[src/rtl/mdio_phy_responder.sv]
// PHY-side Clause 45 MDIO responder: oversamples MDC, decodes frames for PHY_ADDR/DEV_ADDR, serves a small register file.
// Optional: define MDIO_CLAUSE22_EN to also accept Clause 22 (ST=01) read/write frames.
module mdio_phy_responder #(
    parameter logic [4:0] PHY_ADDR    = 5'd0,
    parameter logic [4:0] DEV_ADDR    = 5'd1,
    parameter int         NUM_REGS    = 8,
    parameter int         SYNC_STAGES = 2
) (
    input  logic CLK,
    input  logic RESET,
    input  logic mdc,
    input  logic mdio_i,
    output logic mdio_o,
    output logic mdio_t,
    output logic frame_done,
    output logic frame_err
);
    typedef enum logic [2:0] {PRE, ST, OP, PRTAD, DEVAD, TA, DATA, SKIP} state_t;

    logic [SYNC_STAGES-1:0] mdc_sync_q, mdc_sync_d;
    logic [SYNC_STAGES-1:0] mdio_sync_q, mdio_sync_d;
    logic        mdc_prev_q, mdc_prev_d;
    logic        mdc_rise_q, mdc_rise_d;
    logic        mdio_s_q, mdio_s_d;
    state_t      state_q, state_d;
    logic [5:0]  pre_cnt_q, pre_cnt_d;
    logic [4:0]  bit_cnt_q, bit_cnt_d;
    logic [1:0]  op_q, op_d;
    logic        c22_q, c22_d;
    logic        match_q, match_d;
    logic [4:0]  fld_q, fld_d;
    logic [15:0] shift_q, shift_d;
    logic [15:0] addr_q, addr_d;
    logic        mdio_o_q, mdio_o_d;
    logic        mdio_t_q, mdio_t_d;
    logic        frame_done_q, frame_done_d;
    logic        frame_err_q, frame_err_d;

    logic        wr_en;
    logic [15:0] wr_data, eff_addr, rd_data, shift_in;
    logic [15:0] regs_rd [NUM_REGS];
    logic [4:0]  fld_next;
    logic [1:0]  op_next;
    logic        is_read, is_write, is_addr, is_incr;

    assign shift_in = {shift_q[14:0], mdio_s_q};
    assign fld_next = {fld_q[3:0], mdio_s_q};
    assign op_next  = {op_q[0], mdio_s_q};
    assign wr_data  = shift_in;

    // Clause 22 frames carry the register number directly in the REGAD field.
    assign is_read  = c22_q ? (op_q == 2'b10) : op_q[1];
    assign is_write = (op_q == 2'b01);
    assign is_addr  = !c22_q && (op_q == 2'b00);
    assign is_incr  = !c22_q && (op_q == 2'b10);
    assign eff_addr = c22_q ? {11'd0, fld_q} : addr_q;

    always_comb begin
        rd_data = 16'h0000;
        for (int i = 0; i < NUM_REGS; i++) begin
            if (eff_addr == 16'(i)) rd_data = regs_rd[i];
        end
    end

    always_comb begin
        mdc_sync_d   = {mdc_sync_q[SYNC_STAGES-2:0], mdc};
        mdio_sync_d  = {mdio_sync_q[SYNC_STAGES-2:0], mdio_i};
        mdc_prev_d   = mdc_sync_q[SYNC_STAGES-1];
        mdc_rise_d   = mdc_sync_q[SYNC_STAGES-1] & ~mdc_prev_q;
        mdio_s_d     = mdio_sync_q[SYNC_STAGES-1];
        state_d      = state_q;
        pre_cnt_d    = pre_cnt_q;
        bit_cnt_d    = bit_cnt_q;
        op_d         = op_q;
        c22_d        = c22_q;
        match_d      = match_q;
        fld_d        = fld_q;
        shift_d      = shift_q;
        addr_d       = addr_q;
        mdio_o_d     = mdio_o_q;
        mdio_t_d     = mdio_t_q;
        frame_done_d = 1'b0;
        frame_err_d  = 1'b0;
        wr_en        = 1'b0;
        if (mdc_rise_q) begin
            case (state_q)
                PRE: begin
                    if (mdio_s_q) begin
                        pre_cnt_d = (pre_cnt_q == 6'd32) ? 6'd32 : pre_cnt_q + 6'd1;
                    end else if (pre_cnt_q == 6'd32) begin
                        pre_cnt_d = '0;
                        state_d   = ST;
                    end else begin
                        pre_cnt_d = '0;
                    end
                end
                ST: begin
                    bit_cnt_d = '0;
                    if (!mdio_s_q) begin
                        c22_d   = 1'b0;
                        state_d = OP;
                    end else begin
`ifdef MDIO_CLAUSE22_EN
                        c22_d   = 1'b1;
                        state_d = OP;
`else
                        frame_err_d = 1'b1;
                        pre_cnt_d   = '0;
                        state_d     = PRE;
`endif
                    end
                end
                OP: begin
                    op_d      = op_next;
                    bit_cnt_d = bit_cnt_q + 5'd1;
                    if (bit_cnt_q == 5'd1) begin
                        bit_cnt_d = '0;
                        state_d   = PRTAD;
                        if (c22_q && (op_next == 2'b00 || op_next == 2'b11)) begin
                            frame_err_d = 1'b1;
                            pre_cnt_d   = '0;
                            state_d     = PRE;
                        end
                    end
                end
                PRTAD: begin
                    fld_d     = fld_next;
                    bit_cnt_d = bit_cnt_q + 5'd1;
                    if (bit_cnt_q == 5'd4) begin
                        match_d   = (fld_next == PHY_ADDR);
                        bit_cnt_d = '0;
                        state_d   = DEVAD;
                    end
                end
                DEVAD: begin
                    fld_d     = fld_next;
                    bit_cnt_d = bit_cnt_q + 5'd1;
                    if (bit_cnt_q == 5'd4) begin
                        if (!c22_q) match_d = match_q && (fld_next == DEV_ADDR);
                        bit_cnt_d = '0;
                        state_d   = match_d ? TA : SKIP;
                    end
                end
                TA: begin
                    if (bit_cnt_q == 5'd0) begin
                        bit_cnt_d = 5'd1;
                        if (is_read) begin
                            shift_d  = rd_data;
                            mdio_t_d = 1'b0;
                            mdio_o_d = 1'b0;
                        end
                    end else begin
                        bit_cnt_d = '0;
                        state_d   = DATA;
                        if (is_read) begin
                            mdio_o_d = shift_q[15];
                            shift_d  = {shift_q[14:0], 1'b0};
                        end
                    end
                end
                DATA: begin
                    bit_cnt_d = bit_cnt_q + 5'd1;
                    if (is_read) begin
                        mdio_o_d = shift_q[15];
                        shift_d  = {shift_q[14:0], 1'b0};
                    end else begin
                        shift_d = shift_in;
                    end
                    if (bit_cnt_q == 5'd15) begin
                        frame_done_d = 1'b1;
                        bit_cnt_d    = '0;
                        pre_cnt_d    = '0;
                        state_d      = PRE;
                        mdio_t_d     = 1'b1;
                        mdio_o_d     = 1'b0;
                        if (is_addr)  addr_d = shift_in;
                        if (is_write) wr_en  = 1'b1;
                        if (is_incr)  addr_d = addr_q + 16'd1;
                    end
                end
                SKIP: begin
                    bit_cnt_d = bit_cnt_q + 5'd1;
                    if (bit_cnt_q == 5'd17) begin
                        bit_cnt_d = '0;
                        pre_cnt_d = '0;
                        state_d   = PRE;
                    end
                end
                default: begin
                    pre_cnt_d = '0;
                    state_d   = PRE;
                end
            endcase
        end
    end

    always_ff @(posedge CLK or negedge RESET) begin
        if (!RESET) begin
            mdc_sync_q   <= '0;
            mdio_sync_q  <= '1;
            mdc_prev_q   <= 1'b0;
            mdc_rise_q   <= 1'b0;
            mdio_s_q     <= 1'b1;
            state_q      <= PRE;
            pre_cnt_q    <= '0;
            bit_cnt_q    <= '0;
            op_q         <= '0;
            c22_q        <= 1'b0;
            match_q      <= 1'b0;
            fld_q        <= '0;
            shift_q      <= '0;
            addr_q       <= '0;
            mdio_o_q     <= 1'b0;
            mdio_t_q     <= 1'b1;
            frame_done_q <= 1'b0;
            frame_err_q  <= 1'b0;
        end else begin
            mdc_sync_q   <= mdc_sync_d;
            mdio_sync_q  <= mdio_sync_d;
            mdc_prev_q   <= mdc_prev_d;
            mdc_rise_q   <= mdc_rise_d;
            mdio_s_q     <= mdio_s_d;
            state_q      <= state_d;
            pre_cnt_q    <= pre_cnt_d;
            bit_cnt_q    <= bit_cnt_d;
            op_q         <= op_d;
            c22_q        <= c22_d;
            match_q      <= match_d;
            fld_q        <= fld_d;
            shift_q      <= shift_d;
            addr_q       <= addr_d;
            mdio_o_q     <= mdio_o_d;
            mdio_t_q     <= mdio_t_d;
            frame_done_q <= frame_done_d;
            frame_err_q  <= frame_err_d;
        end
    end

    // Out-of-range writes match no register and are silently dropped.
    generate
        for (genvar gi = 0; gi < NUM_REGS; gi++) begin : g_reg
            logic [15:0] reg_q;
            always_ff @(posedge CLK or negedge RESET) begin
                if (!RESET) begin
                    reg_q <= '0;
                end else if (wr_en && (eff_addr == 16'(gi))) begin
                    reg_q <= wr_data;
                end
            end
            assign regs_rd[gi] = reg_q;
        end
    endgenerate

    assign mdio_o     = mdio_o_q;
    assign mdio_t     = mdio_t_q;
    assign frame_done = frame_done_q;
    assign frame_err  = frame_err_q;
endmodule
[config.mk]
export PLATFORM = sky130hd
export DESIGN_NAME = mdio_phy_responder
export DESIGN_NICKNAME = d
export VERILOG_FILES = /design/src/rtl/mdio_phy_responder.sv
export SDC_FILE = /design/constraint.sdc
export NUM_CORES = 1
export LEC_CHECK = 0
export BUFFER_PORTS_ARGS = -buffer_cell sky130_fd_sc_hd__clkbuf_2
export CAP_MARGIN = 25
export CELL_PAD_IN_SITES_DETAIL_PLACEMENT = 0
export CELL_PAD_IN_SITES_GLOBAL_PLACEMENT = 1
export CORE_AREA = 2 2 184 186
export CTS_CLUSTER_DIAMETER = 30
export DETAILED_ROUTE_END_ITERATION = 10
export DIE_AREA = 0 0 186 188
export GPL_TIMING_DRIVEN = 0
export PLACE_DENSITY_LB_ADDON = 0.1
export SYNTH_ARGS = -nofsm -noshare
export SYNTH_HDL_FRONTEND = slang
export SYNTH_SLANG_ARGS = --single-unit
[constraint.sdc]
create_clock -name CLK -period 3.2 [get_ports CLK]
set_input_delay 0 -clock CLK [delete_from_list [all_inputs] [get_ports CLK]]
set_output_delay 0 -clock CLK [all_outputs]
set_load 0.01 [all_outputs]
==> results.cfg, run 1 <==
[run_status]
status = finished with violations
violations = negative setup slack

[drt]
avgViaCountPerCell = 5.403
dr_wl_met3_um = 1149
topRoutingLayerUsed = met4
drt_iter0_drc = 669
post_drt_wl_per_cell_um = 23.39
first_pass_iters = 5
wl_met2_um = 14790
drc_errors = 0
wl_met1_um = 16310
vias = 7526
wl_um = 32580
ant_nets = 0

[sta]
drv_slew = 0
slew_headroom_pct = 25.11
tightestPinTransition_ns = 1.114
setup_tns_ns = -0.008759
hold_slack_ns = 0.06733
fmax_mhz = 311.6
fin_worst_skew_ns = 0.01235
rsz0062_at_grt = yes
period_share_pct = 100.3
fin_crit_ns = 3.209
finalSetupViolations = 1
layout_setup_ws_ns = -0.008759
hold_violations = 0

[pwr]
p_leak_nw = 4.979
power_density_mw_per_mm2 = 437.1
vdd_ir_drop_max_uv = 378.5

[cells_and_area]
final_cell_count_no_fill = 1393
utilization_pct = 33.59
drive_above_1_share_pct = 20.63
syn_to_final_growth_pct = 14.22
antenna_cells = 0
final_nets = 947

[worst_setup_path]
critical_path_arrival_ns = 3.55
r2r_start = addr_q[13]
start_kind = flip-flop
path_max_fanout = 8
critPathRequiredTime_ns = 3.54
end_kind = flip-flop
startpoint = addr_q[13]
critPathKind = flip-flop to flip-flop

[place]
post-place-ws_ns = -0.3955
port_buffers = 7
gp_congestion = 0.7606
dpl.cell_count = 1357
hpwl_um = 22810

[yosys]
syn-num-nets = 912
seq_area_frac_synth_pct = 49.39
synth_top_area_share_pct = 48.31
ys.flop_type = dfrtp_1
syn_area_per_cell_um2 = 10.86
synth-async-reset-ratio_pct = 100.0
synth_cells = 897
synth_seq_cells = 192
post_synth_main_area_contributors = dfrtp_1, mux2_2, mux2_1
synth_edf_count = 0
synth_cell_type_count = 73
ys.warnings.count = 0
syn_area_mm2 = 0.009738
yosys.area.top_type = dfrtp_1

[cts]
numClockSinks = 192
clk_pin_slew_worst_paths_ns = 0.07
htreeDepth = 4
clk_path_buf_depth = 2
cts_buffers = 17
clk_latency_ns = 0.45
cts-root-buf = clkbuf_16
cts_tree = built

[floorplanning]
io_pins = 8
start_util_pct = 29.41
fp.dieW_um = 186
die_area_mm2 = 0.03497
rows = 67
fp.coreArea_mm2 = 0.03311
die_y_um = 188

[flow_run]
maxCapViolations = 0

[grt]
grt_max_degree = 80
gr-usage-all-layers_pct = 19.41
grt_pass1_vias = 7430
grt_pass1_wl_um = 49530
grt_overflow = 0
antenna_found_initial = 0

[hold_path]
hold_path_class = input pin to asynchronous set/reset pin
==> Yosys cell counts (all sizes together) (3+ instances only) <==
master and n:
o2111ai 3, o21ai 60, a2bb2oi 6, nand3b 6, nand4 10, or2 3, nand2 53, a211oi 9
a32o 5, nor2 36, o31ai 3, or3 7, and4 3, o221a 3, a222oi 4, a31o 5
a21oi 47, clkbuf 53, mux2i 3, nand2b 12, dfstp 4, a22oi 17, nor4 16, o22ai 22
dfrtp 188, nand3 25, ha 11, mux2 129, or4 9, and3 10, o211ai 9, a2111o 3
inv 24, a21o 3, and2 6, a32oi 7, buf 16, a221oi 15, nor3 13, nor2b 11
==> cell families after synthesis <==
kind of cell	share of synthesized area, %
compound gates	16.20
mux	15.23
flops	49.39
simple gates	13.79
fa+ha+maj	1.413
buf+inv	3.983
==> critical path: stages, from the launching register on <==
cell	delay [ns]
dfrtp_1	0.36
buf_2	0.16
nor4_1	0.72
nand3_1	0.58
a2111oi_1	0.68
o2111ai_1	0.29
a31o_2	0.31
==> state kept, by name, indices dropped and copies added, names as in the netlist, 3 cells and up <==
signal     cells
shift_q       16
fld_q          4
pre_cnt_q      6
state_q        3
bit_cnt_q      5
addr_q        16
g.reg_q      128
==> worst paths after layout <==
kind / end / slack (ns) / cells after the start
max in group asynchronous: g_reg[4].reg_q[14] / 2.30 / 3
max: shift_q[0] / -0.009 / 6
min in group CLK: mdio_sync_q[0] / 0.18 / 2
max reg2reg: shift_q[0] / -0.009 / 6
min reg2reg: mdc_sync_q[1] / 0.35 / 0
min: bit_cnt_q[0] / 0.07 / 2
==> routing by layer <==
| layer | up-vias | global-route usage, % |
|---|---|---|
| li1 | 3448 | - |
| met1 | 3901 | 29.08 |
| met2 | 163 | 29.47 |
| met3 | 14 | 3.030 |
| met4 | 0 | 3.998 |
| met5 | - | 0 |
==> stage by stage <==
step / power, mW / instance area, um^2
floorplan: 2.513 / 9738
global placement: 2.582 / 10330
detailed placement: 2.589 / 10420
CTS: 4.947 / 11090
global route: 5.054 / 11120
finish: 4.862 / 11120
==> power breakdown <==
part | switching, mW | leakage, nW | total [mW] | internal [mW]
clock network | 1.10 | 0.309 | 2.32 | 1.22
registers | 0.0106 | 2.66 | 2.45 | 2.44
logic | 0.0709 | 2.01 | 0.0933 | 0.0224
==> cell type report <==
class / count / area [um^2]
inverters: 24 / 90.09
clock inverters: 14 / 185.2
repair buffers: 16 / 160.2
well taps: 448 / 560.5
fillers: 3380 / 21990
flip-flops and latches: 192 / 4810
plain buffers: 69 / 304.0
clock buffers: 18 / 439.2
multi-input cells: 612 / 4574
==> repair_timing <==
action                                 in CTS  in global routing
setup endpoints to repair                 103                 72
buffers inserted                            0                  1
resized for setup                           4                 13
hold buffers                                3                  0
pin swaps                                   0                  1
endpoints found under the hold margin     136                  0
==> placed cells by master (no fill, tap or decap), drive strengths merged, types with 9 or more instances in the layout <==
master / synthesis / routed
a22oi: 17 / 17
a211oi: 9 / 9
buf: 16 / 21
o22ai: 22 / 22
o211ai: 9 / 9
mux2: 129 / 129
nand4: 10 / 10
inv: 24 / 35
nand2: 53 / 53
nand2b: 12 / 12
dfrtp: 188 / 188
ha: 11 / 11
nand3: 25 / 25
or4: 9 / 9
and3: 10 / 10
a221oi: 15 / 15
nor3: 13 / 13
o21ai: 60 / 60
a21oi: 47 / 47
nor2b: 11 / 11
nor2: 36 / 36
nor4: 16 / 16
clkbuf: 53 / 78
Power figures use the tool's default switching activity.
==> run 2: changes to the inputs <==
--- a/config.mk
+++ b/config.mk
@@ -9,12 +9,13 @@
 export CAP_MARGIN = 25
 export CELL_PAD_IN_SITES_DETAIL_PLACEMENT = 0
 export CELL_PAD_IN_SITES_GLOBAL_PLACEMENT = 1
-export CORE_AREA = 2 2 184 186
+export CORE_AREA = 2 2 170 172
 export CTS_CLUSTER_DIAMETER = 30
 export DETAILED_ROUTE_END_ITERATION = 10
-export DIE_AREA = 0 0 186 188
+export DIE_AREA = 0 0 172 174
 export GPL_TIMING_DRIVEN = 0
 export PLACE_DENSITY_LB_ADDON = 0.1
+export SKIP_CTS_REPAIR_TIMING = 1
 export SYNTH_ARGS = -nofsm -noshare
 export SYNTH_HDL_FRONTEND = slang
 export SYNTH_SLANG_ARGS = --single-unit
==> run 2 against run 1 <==
Against the previous run:
- the run now ends clean
- final area decreased by 1.2%
- final cell count decreased by 4.7%
- worst setup slack improved by 0.13 ns
- non-clock buffer count decreased by 2
- first-iteration DRC count increased by 2.7%
- register-to-register slack improved by 0.13 ns
- combinational power decreased by 2%
- utilization increased by 5.3 points
- routed wire length decreased by 5.3%
- sequential share of layout area increased by 0.54 points
- clock skew decreased by 0.0010 ns
- die area decreased by 14%
- critical endpoint unchanged
- largest cell class unchanged
==> results.cfg, run 2 (synthesis results as in run 1) <==
[run_status]
status = complete, no violations

[sta]
fin_worst_skew_ns = 0.01130
drv_slew = 0
period_share_pct = 96.35
hold_slack_ns = 0.03591
fin_crit_ns = 3.083
hold_violations = 0
setup_tns_ns = 0
layout_setup_ws_ns = 0.1169
tightestPinTransition_ns = 1.003
fmax_mhz = 324.3
slew_headroom_pct = 32.58
finalSetupViolations = 0

[worst_setup_path]
r2r_start = addr_q[13]
critPathRequiredTime_ns = 3.54
end_kind = flip-flop
rr_worst_depth = 6
path_max_fanout = 8
r2r_slack_ns = 0.12
critical_path_arrival_ns = 3.42
critPathKind = flip-flop to flip-flop
rr_endpoint = shift_q[0]
start_kind = flip-flop

[cts]
cts_tree = built
clk_latency_ns = 0.45
clk_pin_slew_worst_paths_ns = 0.07
cts_buffers = 17
numClockSinks = 192
cts-root-buf = clkbuf_16
htreeDepth = 4
clk_path_buf_depth = 2

[drt]
drt_iter0_drc = 687
drc_errors = 0
wl_um = 30840
first_pass_iters = 5
ant_nets = 0
avgViaCountPerCell = 5.672
vias = 7527
post_drt_wl_per_cell_um = 23.24

[floorplanning]
start_util_pct = 34.49
io_pins = 8
die_y_um = 174
fp.dieW_um = 172
fp.coreArea_mm2 = 0.02824
die_area_mm2 = 0.02993
rows = 62

[grt]
grt_max_degree = 84
antenna_found_initial = 0
grt_overflow = 0
grt_pass1_vias = 7483
grt_pass1_wl_um = 47950
gr-usage-all-layers_pct = 21.58

[place]
post-place-ws_ns = -0.4780
hpwl_um = 21480
port_buffers = 7
gp_congestion = 0.8008
dpl_cell_area_mm2 = 0.01032

[cells_and_area]
syn_to_final_growth_pct = 12.81
layout_common_cells = dfrtp_1, mux2_2, o21ai_0
final_common_cell = dfrtp_1
drive_above_1_share_pct = 20.47
antenna_cells = 0
reg.largest.list = g.reg_q x128, addr_q x16, shift_q x16
final_nets = 945
largest-register = g.reg_q
largest_register_ffs = 128
fin_area_mm2 = 0.01099

[flow_run]
maxCapViolations = 0

[pwr]
vdd_ir_drop_max_uv = 339.4
power_density_mw_per_mm2 = 430.2
p_leak_nw = 4.939

[hold_path]
hold_path_class = input pin to asynchronous set/reset pin
==> run 2: cell types whose count changed in the layout (fill, tap and decap cells not counted), sizes merged <==
cell and delta:
clkbuf +1, inv -7, clkdlybuf4s15 -1, buf -2
clkinvlp +5, clkinv +2
==> run 2: power breakdown <==
group	leakage (nW)	switching [mW]	internal, mW
sequential	2.66	0.0103	2.44
clock	0.271	1.02	1.16
combinational	2.01	0.0696	0.0223
==> run 2: routing by layer <==
layer / up-vias / GRT usage (%) / routed length, um
li1: 3434 / - / -
met1: 3862 / 32.34 / 15150
met2: 206 / 32.31 / 13970
met3: 25 / 3.484 / 1263
met4: 0 / 5.567 / 461
met5: - / 0 / 0
==> run 2: area by class of cell <==
cell class / instances / area, um^2
tap: 384 / 480.5
timing repair buffer: 15 / 148.9
fill: 2876 / 17250
clock buffer: 18 / 429.2
multi-input combinational: 612 / 4569
sequential: 192 / 4810
clock inverter: 14 / 157.7
buffer: 68 / 300.3
inverter: 24 / 90.09
==> run 2: worst max-delay path: stages (launching register included) <==
cell	delay, ns
dfrtp_1	0.36
buf_2	0.16
nor4_1	0.78
nand3_2	0.44
a2111oi_1	0.70
o2111ai_1	0.25
a31o_2	0.29
==> run 2: worst max-delay path by stage <==
stage | from | end | slack, ns | depth (start not counted)
2_1_floorplan | bit_cnt_q[0] | g_reg[1].reg_q[10] | 0.76 | 9
3_3_place_gp | RESET | g_reg[2].reg_q[7] | -1.89 | 1
3_5_place_dp | bit_cnt_q[0] | g_reg[5].reg_q[3] | -0.48 | 9
4_1_cts | bit_cnt_q[0] | g_reg[5].reg_q[3] | -0.50 | 9
5_1_grt | bit_cnt_q[2] | g_reg[5].reg_q[8] | -0.01 | 10
6_report | addr_q[13] | shift_q[0] | 0.12 | 6
==> run 2: stage by stage <==
stage	total power [mW]	util, %	cells
2_1_floorplan	2.513	-	897
3_3_place_gp	2.580	36.31	1288
3_5_place_dp	2.588	36.56	1291
4_1_cts	4.796	38.63	1323
5_1_grt	4.909	38.90	1327
6_report	4.726	38.90	1327
